--- config.mk ---
export PLATFORM = sky130hd
export DESIGN_NAME = adc_burst_sequencer
export DESIGN_NICKNAME = d
export VERILOG_FILES = /design/src/rtl/adc_seq_pkg.sv /design/src/rtl/adc_seq_out_reg.sv /design/src/rtl/adc_burst_sequencer.sv
export SDC_FILE = /design/constraint.sdc
export NUM_CORES = 1
export LEC_CHECK = 0
export CAP_MARGIN = 30
export CELL_PAD_IN_SITES_DETAIL_PLACEMENT = 0
export CELL_PAD_IN_SITES_GLOBAL_PLACEMENT = 1
export CORE_ASPECT_RATIO = 0.7
export CORE_MARGIN = 4
export CORE_UTILIZATION = 37
export CTS_CLUSTER_DIAMETER = 80
export DETAILED_ROUTE_END_ITERATION = 8
export MAX_ROUTING_LAYER = met4
export PLACE_DENSITY_LB_ADDON = 0.1
export REMOVE_ABC_BUFFERS = 1
export SLEW_MARGIN = 5
export SYNTH_ARGS = -nofsm -noshare
export SYNTH_HDL_FRONTEND = slang
export SYNTH_HIERARCHICAL = 1
export SYNTH_SLANG_ARGS = --single-unit
--- constraint.sdc ---
create_clock -name aclk -period 11.3 [get_ports aclk]
set_clock_uncertainty 0.2 [all_clocks]
set_input_delay 3.39 -clock aclk [delete_from_list [all_inputs] [get_ports aclk]]
set_output_delay 3.39 -clock aclk [all_outputs]
set_load 0.01 [all_outputs]
--- src/rtl/adc_seq_pkg.sv ---
// rtl/adc_seq_pkg.sv - shared types, word tags, stop reasons and limit helper (honours ADC_SEQ_DROP_CNT_EN)
package adc_seq_pkg;

    typedef enum logic [2:0] {
        IDLE   = 3'd0,
        HDR_LO = 3'd1,
        HDR_HI = 3'd2,
        DATA   = 3'd3,
        END    = 3'd4
    } seq_state_e;

    localparam logic [1:0] TAG_HDR_LO = 2'b00;
    localparam logic [1:0] TAG_HDR_HI = 2'b01;
    localparam logic [1:0] TAG_DATA   = 2'b10;
    localparam logic [1:0] TAG_END    = 2'b11;

    localparam logic [1:0] RSN_LEVEL = 2'b01;
    localparam logic [1:0] RSN_LIMIT = 2'b10;
    localparam logic [1:0] RSN_STOP  = 2'b11;

    // The drop flag steals the top bit of the word count when drop counting is built in.
`ifdef ADC_SEQ_DROP_CNT_EN
    localparam int NW_W = 27;
`else
    localparam int NW_W = 28;
`endif

    // Maximum data words per burst: 2^min(lim, max_log2).
    function automatic logic [30:0] burst_limit(input logic [7:0] lim, input int unsigned max_log2);
        int unsigned sh;
        sh = (32'(lim) > max_log2) ? max_log2 : 32'(lim);
        return 31'd1 << sh;
    endfunction

endpackage

--- src/rtl/adc_seq_out_reg.sv ---
// rtl/adc_seq_out_reg.sv - 32-bit tvalid/tready holding register with load/free handshake
module adc_seq_out_reg (
    input  logic        clk,
    input  logic        resetn,
    input  logic        load,
    input  logic [31:0] din,
    input  logic        tready,
    output logic        free,
    output logic        tvalid,
    output logic [31:0] tdata
);

    logic        tvalid_q, tvalid_d;
    logic [31:0] tdata_q, tdata_d;

    // The slot can take a new word when empty or when its current word is leaving this cycle.
    assign free   = !tvalid_q || tready;
    assign tvalid = tvalid_q;
    assign tdata  = tdata_q;

    // Load replaces the word; otherwise the word holds until accepted.
    always_comb begin
        tvalid_d = tvalid_q;
        tdata_d  = tdata_q;
        if (load) begin
            tvalid_d = 1'b1;
            tdata_d  = din;
        end else if (tready) begin
            tvalid_d = 1'b0;
        end
    end

    // Output register state.
    always_ff @(posedge clk) begin
        if (!resetn) begin
            tvalid_q <= 1'b0;
            tdata_q  <= 32'd0;
        end else begin
            tvalid_q <= tvalid_d;
            tdata_q  <= tdata_d;
        end
    end

endmodule

--- src/rtl/adc_burst_sequencer.sv ---
// rtl/adc_burst_sequencer.sv - trigger/hysteresis burst framer onto a stream; ADC_SEQ_DROP_CNT_EN adds drop_count
module adc_burst_sequencer
    import adc_seq_pkg::*;
#(
    parameter int HOLDOFF_W = 16,
    parameter int MAX_LOG2  = 30
) (
    input  logic        aclk,
    input  logic        aresetn,
    input  logic        arm,
    input  logic        force_stop,
    input  logic [15:0] trigger_level,
    input  logic [15:0] hysteresis,
    input  logic [7:0]  limiter,
    input  logic [15:0] holdoff,
    input  logic        s_valid,
    input  logic [15:0] s_sum_abs,
    input  logic [14:0] s_dat_a,
    input  logic [14:0] s_dat_b,
    input  logic [63:0] timestamp,
    output logic        m_axis_tvalid,
    input  logic        m_axis_tready,
    output logic [31:0] m_axis_tdata,
    output logic        busy,
    output logic [15:0] bursts_count,
    output logic [1:0]  last_reason
`ifdef ADC_SEQ_DROP_CNT_EN
    ,
    output logic [31:0] drop_count
`endif
);

    seq_state_e           state_q, state_d;
    logic [59:0]          ts_q, ts_d;
    logic [NW_W-1:0]      nwords_q, nwords_d;
    logic                 stop_pend_q, stop_pend_d;
    logic [1:0]           reason_q, reason_d;
    logic [HOLDOFF_W-1:0] holdoff_cnt_q, holdoff_cnt_d;
    logic [15:0]          bursts_q, bursts_d;
    logic [1:0]           last_reason_q, last_reason_d;
    logic                 load, out_free;
    logic [31:0]          load_word;
    logic [15:0]          close_thr;
    logic                 nwords_at_limit;
    logic                 end_accepted;
    logic                 unused_ts_hi;
`ifdef ADC_SEQ_DROP_CNT_EN
    logic [31:0]          drop_count_q, drop_count_d;
    assign drop_count = drop_count_q;
`endif

    assign unused_ts_hi    = ^timestamp[63:60];
    assign close_thr       = (trigger_level > hysteresis) ? (trigger_level - hysteresis) : 16'd0;
    assign nwords_at_limit = (31'(nwords_q) == burst_limit(limiter, MAX_LOG2));
    assign end_accepted    = m_axis_tvalid && m_axis_tready && (m_axis_tdata[31:30] == TAG_END);
    assign busy            = (state_q != IDLE);
    assign bursts_count    = bursts_q;
    assign last_reason     = last_reason_q;

    adc_seq_out_reg u_out_reg (
        .clk    (aclk),
        .resetn (aresetn),
        .load   (load),
        .din    (load_word),
        .tready (m_axis_tready),
        .free   (out_free),
        .tvalid (m_axis_tvalid),
        .tdata  (m_axis_tdata)
    );

    // Burst FSM: trigger, header emission, sample loading, stop decision and END word.
    always_comb begin
        state_d       = state_q;
        ts_d          = ts_q;
        nwords_d      = nwords_q;
        stop_pend_d   = stop_pend_q;
        reason_d      = reason_q;
        holdoff_cnt_d = holdoff_cnt_q;
        load          = 1'b0;
        load_word     = 32'd0;
`ifdef ADC_SEQ_DROP_CNT_EN
        drop_count_d  = drop_count_q;
`endif
        case (state_q)
            IDLE: begin
                if (holdoff_cnt_q != '0) begin
                    holdoff_cnt_d = holdoff_cnt_q - HOLDOFF_W'(1);
                end
                if (arm && s_valid && (s_sum_abs > trigger_level) && (holdoff_cnt_q == '0)) begin
                    state_d     = HDR_LO;
                    ts_d        = timestamp[59:0];
                    nwords_d    = '0;
                    stop_pend_d = 1'b0;
`ifdef ADC_SEQ_DROP_CNT_EN
                    drop_count_d = 32'd0;
`endif
                end
            end
            HDR_LO: begin
                stop_pend_d = stop_pend_q || force_stop;
                if (out_free) begin
                    load      = 1'b1;
                    load_word = {TAG_HDR_LO, ts_q[29:0]};
                    state_d   = HDR_HI;
                end
            end
            HDR_HI: begin
                stop_pend_d = stop_pend_q || force_stop;
                if (out_free) begin
                    load      = 1'b1;
                    load_word = {TAG_HDR_HI, ts_q[59:30]};
                    if (stop_pend_q || force_stop) begin
                        state_d  = END;
                        reason_d = RSN_STOP;
                    end else begin
                        state_d = DATA;
                    end
                end
            end
            DATA: begin
                if (force_stop || !arm) begin
                    state_d  = END;
                    reason_d = RSN_STOP;
                end else if (nwords_at_limit) begin
                    state_d  = END;
                    reason_d = RSN_LIMIT;
                end else if (s_valid && (s_sum_abs < close_thr)) begin
                    state_d  = END;
                    reason_d = RSN_LEVEL;
                end else if (s_valid) begin
                    if (out_free) begin
                        load      = 1'b1;
                        load_word = {TAG_DATA, s_dat_a, s_dat_b};
                        if (nwords_q != '1) begin
                            nwords_d = nwords_q + NW_W'(1);
                        end
`ifdef ADC_SEQ_DROP_CNT_EN
                    end else if (drop_count_q != '1) begin
                        drop_count_d = drop_count_q + 32'd1;
`endif
                    end
                end
            end
            END: begin
                if (out_free) begin
                    load          = 1'b1;
`ifdef ADC_SEQ_DROP_CNT_EN
                    load_word     = {TAG_END, (drop_count_q != 32'd0), reason_q, nwords_q};
`else
                    load_word     = {TAG_END, reason_q, nwords_q};
`endif
                    holdoff_cnt_d = HOLDOFF_W'(holdoff);
                    state_d       = IDLE;
                end
            end
            default: state_d = IDLE;
        endcase
    end

    // Completed-burst statistics follow the END word as it leaves the stream.
    always_comb begin
        bursts_d      = bursts_q;
        last_reason_d = last_reason_q;
        if (end_accepted) begin
            bursts_d = bursts_q + 16'd1;
`ifdef ADC_SEQ_DROP_CNT_EN
            last_reason_d = m_axis_tdata[28:27];
`else
            last_reason_d = m_axis_tdata[29:28];
`endif
        end
    end

    // State registers; reset aborts any open burst.
    always_ff @(posedge aclk) begin
        if (!aresetn) begin
            state_q       <= IDLE;
            ts_q          <= '0;
            nwords_q      <= '0;
            stop_pend_q   <= 1'b0;
            reason_q      <= 2'b00;
            holdoff_cnt_q <= '0;
            bursts_q      <= 16'd0;
            last_reason_q <= 2'b00;
`ifdef ADC_SEQ_DROP_CNT_EN
            drop_count_q  <= 32'd0;
`endif
        end else begin
            state_q       <= state_d;
            ts_q          <= ts_d;
            nwords_q      <= nwords_d;
            stop_pend_q   <= stop_pend_d;
            reason_q      <= reason_d;
            holdoff_cnt_q <= holdoff_cnt_d;
            bursts_q      <= bursts_d;
            last_reason_q <= last_reason_d;
`ifdef ADC_SEQ_DROP_CNT_EN
            drop_count_q  <= drop_count_d;
`endif
        end
    end

endmodule

## Word level (Yosys, flattened, before mapping)

Cells that the tools add are included.

| storage, ports and cells | value |
|---|---|
| register bits | 161 |
| bits of input ports | 172 |
| logic and storage cells | 114 |

| operators by class | value |
|---|---|
| add/sub/neg operators | 4 |
| magnitude comparators | 4 |
| equality and inequality tests | 20 |
| shifts and indexed selects | 1 |
| muxes and demuxes | 47 |
| reductions and logical operators | 28 |

Operator list:

| operator | number |
|---|---|
| $mux 28 | 7 |
| $mux 32 | 6 |
| $pmux 32 s4 | 1 |
| $pmux 28 s2 | 1 |
| $mux 16 | 3 |
| $gt 16x16->1 | 2 |
| $pmux 16 s2 | 1 |
| $eq 28x31->1 | 1 |
| $mux 31 | 1 |
| $shl 1x8->31 const A | 1 |
| $mux 30 | 1 |
| $add 28x1->28 const B | 1 |
| $ne 28x28->1 const B | 1 |
| $mux 3 | 8 |
| $ne 2x2->1 const B | 12 |
| $add 16x1->16 const B | 1 |
| $logic_not 16->1 | 1 |
| $lt 16x16->1 | 1 |
| $reduce_bool 16->1 | 1 |
| $sub 16x1->16 const B | 1 |
| $sub 16x16->16 | 1 |
| $pmux 3 s5 | 1 |
| $mux 2 | 5 |
| $reduce_bool 2->1 | 5 |
| other kinds (22) | 40 |

## Logic depth before layout (Yosys ltp)

| logic depth | value |
|---|---|
| depth after elaboration | 9 |
| mapped depth | 28 |
| gate-level depth less buffers | 24 |

## Modules after synthesis

Netlist, hierarchy kept.

Modules (own cells, without submodules):

| module | times used | cells an instance | area each (µm²) |
|---|---|---|---|
| adc_burst_sequencer | 1 | 1168 | 8573.2 |
| adc_seq_out_reg | 1 | 107 | 1281.2 |

## Worst setup path after synthesis

No wires, ideal clock.

| timing | value |
|---|---|
| path kind | input-to-reg |
| start point | input hysteresis[1] |
| end point | register u_out_reg.tdata_q[0] (netlist: u_out_reg/tdata[0]) |
| library setup time | 0.116 ns |
| arrival | 7.408 ns |
| required time | 10.984 ns |
| path slack | 3.576 ns |
| stages on the path | 24 |
| cells stage by stage | inv_1 -> ha_1 -> nor2b_1 -> o21a_1 -> o21ai_0 -> a21oi_1 -> a221o_1 -> a2111o_1 -> a21oi_1 -> xnor2_1 -> nand2_1 -> ha_1 -> nand4_1 -> nor2_1 -> o2111ai_1 -> nor2b_1 -> nor3_2 -> nand3_1 -> clkbuf_1 -> nand2_1 -> buf_6 -> buf_12 -> mux2i_1 -> nor2b_1 |

| on the way | value |
|---|---|
| word-level cells in the longest chain between the ends | 8 |
| elaborated cells between the ends (all ways) | 13 |
| those cells by class | add/sub (1); order compare (2); mux (9); reduce/logical (1) |

RTL lines:

| element | RTL line | RTL |
|---|---|---|
| start: declaration | adc_burst_sequencer.sv:13 | `input logic [15:0] hysteresis,` |
| $sub 16x16->16 / $gt 16x16->1 (equally long branches) | adc_burst_sequencer.sv:53 | `assign close_thr = (trigger_level > hysteresis) ? (trigger_level - hysteresis) : 16'd0;` |
| $mux 16 * | adc_burst_sequencer.sv:53 |  |
| $lt 16x16->1 * | adc_burst_sequencer.sv:127 | `end else if (s_valid && (s_sum_abs < close_thr)) begin` |
| $logic_and 1x1->1 * | adc_burst_sequencer.sv:127 |  |
| $mux 1 * | adc_burst_sequencer.sv:127 |  |
| $mux 1 * | adc_burst_sequencer.sv:124 | `end else if (nwords_at_limit) begin` |
| $mux 1 * | adc_burst_sequencer.sv:121 | `if (force_stop \|\| !arm) begin` |
| $pmux 1 s2 * | adc_burst_sequencer.sv:84 | `case (state_q)` |
| net load | adc_burst_sequencer.sv:41 | `logic load, out_free;` |
| end signal: assignment | adc_seq_out_reg.sv:40 | `tdata_q <= tdata_d;` |
| end: declaration | adc_seq_out_reg.sv:14 | `logic [31:0] tdata_q, tdata_d;` |

The timed path passes the listed nets; every way through them passes the cells marked *.
A chain may end at the register's enable or synchronous reset.

## Worst setup path after layout

| timing | value |
|---|---|
| start point | input trigger_level[1] |
| end point | register u_out_reg.tdata_q[17] (netlist: u_out_reg/tdata[17]) |

| on the way | value |
|---|---|
| word-level cells in the longest chain between the ends | 8 |
| elaborated cells between the ends (all ways) | 13 |
| those cells by class | add/sub (1); order compare (2); mux (9); reduce/logical (1) |

RTL lines:

| element | RTL line | RTL |
|---|---|---|
| start: declaration | adc_burst_sequencer.sv:12 | `input logic [15:0] trigger_level,` |
| $sub 16x16->16 / $gt 16x16->1 (equally long branches) | adc_burst_sequencer.sv:53 |  |
| $mux 16 * | adc_burst_sequencer.sv:53 |  |
| $lt 16x16->1 * | adc_burst_sequencer.sv:127 |  |
| $logic_and 1x1->1 * | adc_burst_sequencer.sv:127 |  |
| $mux 1 * | adc_burst_sequencer.sv:127 |  |
| $mux 1 * | adc_burst_sequencer.sv:124 |  |
| $mux 1 * | adc_burst_sequencer.sv:121 |  |
| $pmux 1 s2 * | adc_burst_sequencer.sv:84 |  |
| net load | adc_burst_sequencer.sv:41 |  |

Marked as above.

==> impl_metrics.yaml <==
final_layout:
  seq_area_um2: 3220
  utilization: 0.496
  fillers: 2556
  syn_to_final_growth_pct: 30.5
  drive_gt1_frac: 0.0509
  nNetsFinal: 1665
  multi_input_area_um2: 5970
sta:
  min_period_over_period: 0.770
  post-route-min-period_ns: 8.70
  final_hold_viol_count: 0
  max_freq_mhz: 115
  report.final.setup_viol: 0
  fin_ws_ns: 2.60
  worstMarginPinSlew_ns: 0.972
  maxSlewHeadroom: 0.349
  rsz0062_at_grt: "false"
  slew_violations: 0
critical_path:
  cp_num_buf_inv: 2
  end_kind: "flip-flop"
  worstPathMaxFanout: 21
  crit_type: "in2reg"
  cpMaxStageDelayCell: "clkdlybuf4s50_1"
  r2r_start: "holdoff_cnt_q[1]"
  r2r-end: "nwords_q[4]"
  cp.arrival_ns: 8.82
  worstPathRequired_ns: 11.42
  crit_chain: "clkdlybuf4s50_1 > ha_1 > nor2b_1 > o21a_1 > o21ai_0 > a21oi_1 > a221o_1 > a2111o_1 > a21oi_1 > xnor2_1 > nand2_1 > ha_1 > nand4_1 > nor2_1 > o21ai_0 > o211ai_1 > nor2b_1 > nor3_2 > nand3_1 > nand2_2 > buf_4 > mux2i_1 > nor2b_1"
  critPathLaunch: "trigger_level[1]"
  crit_top_cell: "nor2b_1"
  rrSetupSlack_ns: 6.93
  start_kind: "input port"
  path_delay_family: "compound AO/OA/AOI/OAI gates"
  crit_path_max_incr_delay_ns: 0.50
  r2r_cells: 11
route:
  ant_nets: 0
  routed_via_density: 5.37
  drt_iter0_drc: 699
  wl_per_cell_um: 17.5
  wirelength_mm: 31.8
  drcViolationCount: 0
  via_count: 9764
  firstDrtPassIters: 6
global_route:
  grt_max_degree: 75
  antenna_found_initial: 3
  gr-usage-all-layers: 0.218
  grt_pass1_vias: 9065
  grt_first_pass_wirelength_mm: 49.7
  grt-ovfl-total: 0
run:
  maxCapViolations: 0
placed_design:
  pre_cts_slack_ns: 2.19
  dp.final_hpwl_mm: 23.0
  io_buffers: 219
  gp_congestion: 0.867
synthesis:
  syn-cell-area_um2: 9850
  synth-async-reset-ratio: 0
  ys_seq_elements: 161
  yosysWarningCount: 6
  ys_types: 79
  ys.flop_type: "dfxtp_1"
  ys_seq_area_frac: 0.327
  synthCells: 1275
  synth_edf_count: 0
  syn_area_per_cell_um2: 7.73
clock_tree:
  cts_tree: "done"
  path_clk_slew_ns: 0.07
  cts_buffer_depth: 2
  cts_hold_buf: 0
  cts_setup_buffers: 0
  numCtsBuffers: 17
  cts_sinks: 161
  cts_resized: 0
  cts-root-buf: "clkbuf_16"
  htreeDepth: 4
  clock_latency_ns: 0.43
floorplanning:
  core.rowCount: 49
  die_height_um: 145
  die_w_um: 203
  fp.coreArea_um2: 25900
  io_pins: 224
  die_area_um2: 29400
  start_util: 0.380
pwr:
  powerDensity_nw_per_um2: 138
  vdd_drop_max_v: 0.000135
  power_leakage_uw: 0.00483
hold_path:
  whs_path_depth: 2
  worstHoldPathType: "reg2reg"
  min_to: "ts_q[18]"
  min_from: "ts_q[18]"
outcome:
  outcome: "finished, final reports clean"
==> placed cells by master (no fill, tap or decap), drive strengths merged, types with 19 or more instances in the layout <==
cell type	count
nand4	21
clkdlybuf4s50	218
a222oi	29
nand3	35
clkbuf	19
and3	20
mux2i	44
nor2b	47
nor2	75
nor3	20
inv	83
a21oi	107
dfxtp	161
nand2	206
o21ai	71
ha	50
xor2	19
==> metrics by stage <==
| step | cells | hold WS, ns | cell area, µm² | total power [µW] | TNS (ns) |
|---|---|---|---|---|---|
| after CTS | 1811 | 0.253 | 12800 | 1790 | 0 |
| after global routing | 1815 | 0.265 | 12900 | 1880 | 0 |
| after global placement | 1778 | 0.238 | 12200 | 1180 | 0 |
| final | 1818 | 0.251 | 12900 | 1780 | 0 |
| after floorplan | 1189 | 0.231 | 9460 | 984 | -0.189 |
| after detailed placement | 1779 | 0.244 | 12200 | 1190 | 0 |
==> area by class of cell <==
| cell class | count | area share |
|---|---|---|
| clock buffer | 19 | 0.0352 |
| antenna | 6 | 0.00117 |
| inverter | 80 | 0.0234 |
| multi-input combinational | 948 | 0.464 |
| tap | 357 | 0.0347 |
| timing repair buffer | 234 | 0.179 |
| clock inverter | 13 | 0.0119 |
| sequential | 161 | 0.251 |
==> cells in the mapped netlist (all sizes together) (6+ instances only) <==
library cell	instances	area share
nand3	35	0.018
inv	80	0.030
mux2i	44	0.045
clkbuf	71	0.027
and4	10	0.0089
nand4	21	0.014
buf	15	0.013
nor2b	47	0.030
nor2	75	0.029
and3	20	0.013
xnor2	12	0.011
xor2	19	0.017
o21ai	71	0.036
o31ai	12	0.0091
dfxtp	161	0.33
o211ai	10	0.0076
a211oi	9	0.0069
a222oi	29	0.029
nor3	20	0.011
a22oi	6	0.0046
a21oi	107	0.055
ha	50	0.063
nand3b	6	0.0046
or3	7	0.0044
or2	8	0.0051
a21o	12	0.0091
nor3b	9	0.0069
nand2b	11	0.0070
o22ai	8	0.0051
nand2	206	0.078
o41ai	10	0.0089
nor4	11	0.0091
==> flip-flops by register name, indices dropped and copies added, names as in the netlist <==
| register | count |
|---|---|
| bursts_count | 16 |
| u_out_reg/tdata | 32 |
| stop_pend_q | 1 |
| state_q | 3 |
| nwords_q | 28 |
| u_out_reg/tvalid | 1 |
| holdoff_cnt_q | 16 |
| ts_q | 60 |
| last_reason | 2 |
| reason_q | 2 |
==> metal layers <==
layer / part of all wire / vias to the layer above / GRT usage
met4: 0.0064 / 0 / 0.0358
met1: 0.52 / 4561 / 0.325
met2: 0.40 / 285 / 0.299
met5: 0 / - / -
li1: - / 4900 / -
met3: 0.068 / 18 / 0.0556
==> where the power goes <==
| group | internal, µW | total [µW] | switching, µW |
|---|---|---|---|
| clock network | 342 | 600 | 257 |
| registers | 598 | 630 | 31.8 |
| logic | 235 | 547 | 312 |
| total | 1170 | 1780 | 601 |
==> logic make-up after synthesis <==
kind of cell / synth area share
AND/OR/NAND/NOR: 0.250
AO/OA/AOI/OAI: 0.211
buffers and inverters: 0.0708
flip-flops: 0.327
adder cells (fa/ha/maj): 0.0655
multiplexers: 0.0481
XOR/XNOR: 0.0276
==> tightest hold or removal path: stages (launching register included) <==
cell and delay, ns:
dfxtp_1 0.31, nand2_1 0.05, a21oi_1 0.05
==> worst max-delay path by stage <==
stage	to	slack, ns	depth (start not counted)
2_1_floorplan	nwords_q[3]	-0.07	10
3_3_place_gp	u_out_reg/tdata[17]	2.16	23
3_5_place_dp	u_out_reg/tdata[17]	2.19	23
4_1_cts	u_out_reg/tdata[17]	2.63	23
5_1_grt	nwords_q[4]	2.13	23
6_report	u_out_reg/tdata[17]	2.60	23
(Power assumes the default switching activity.)
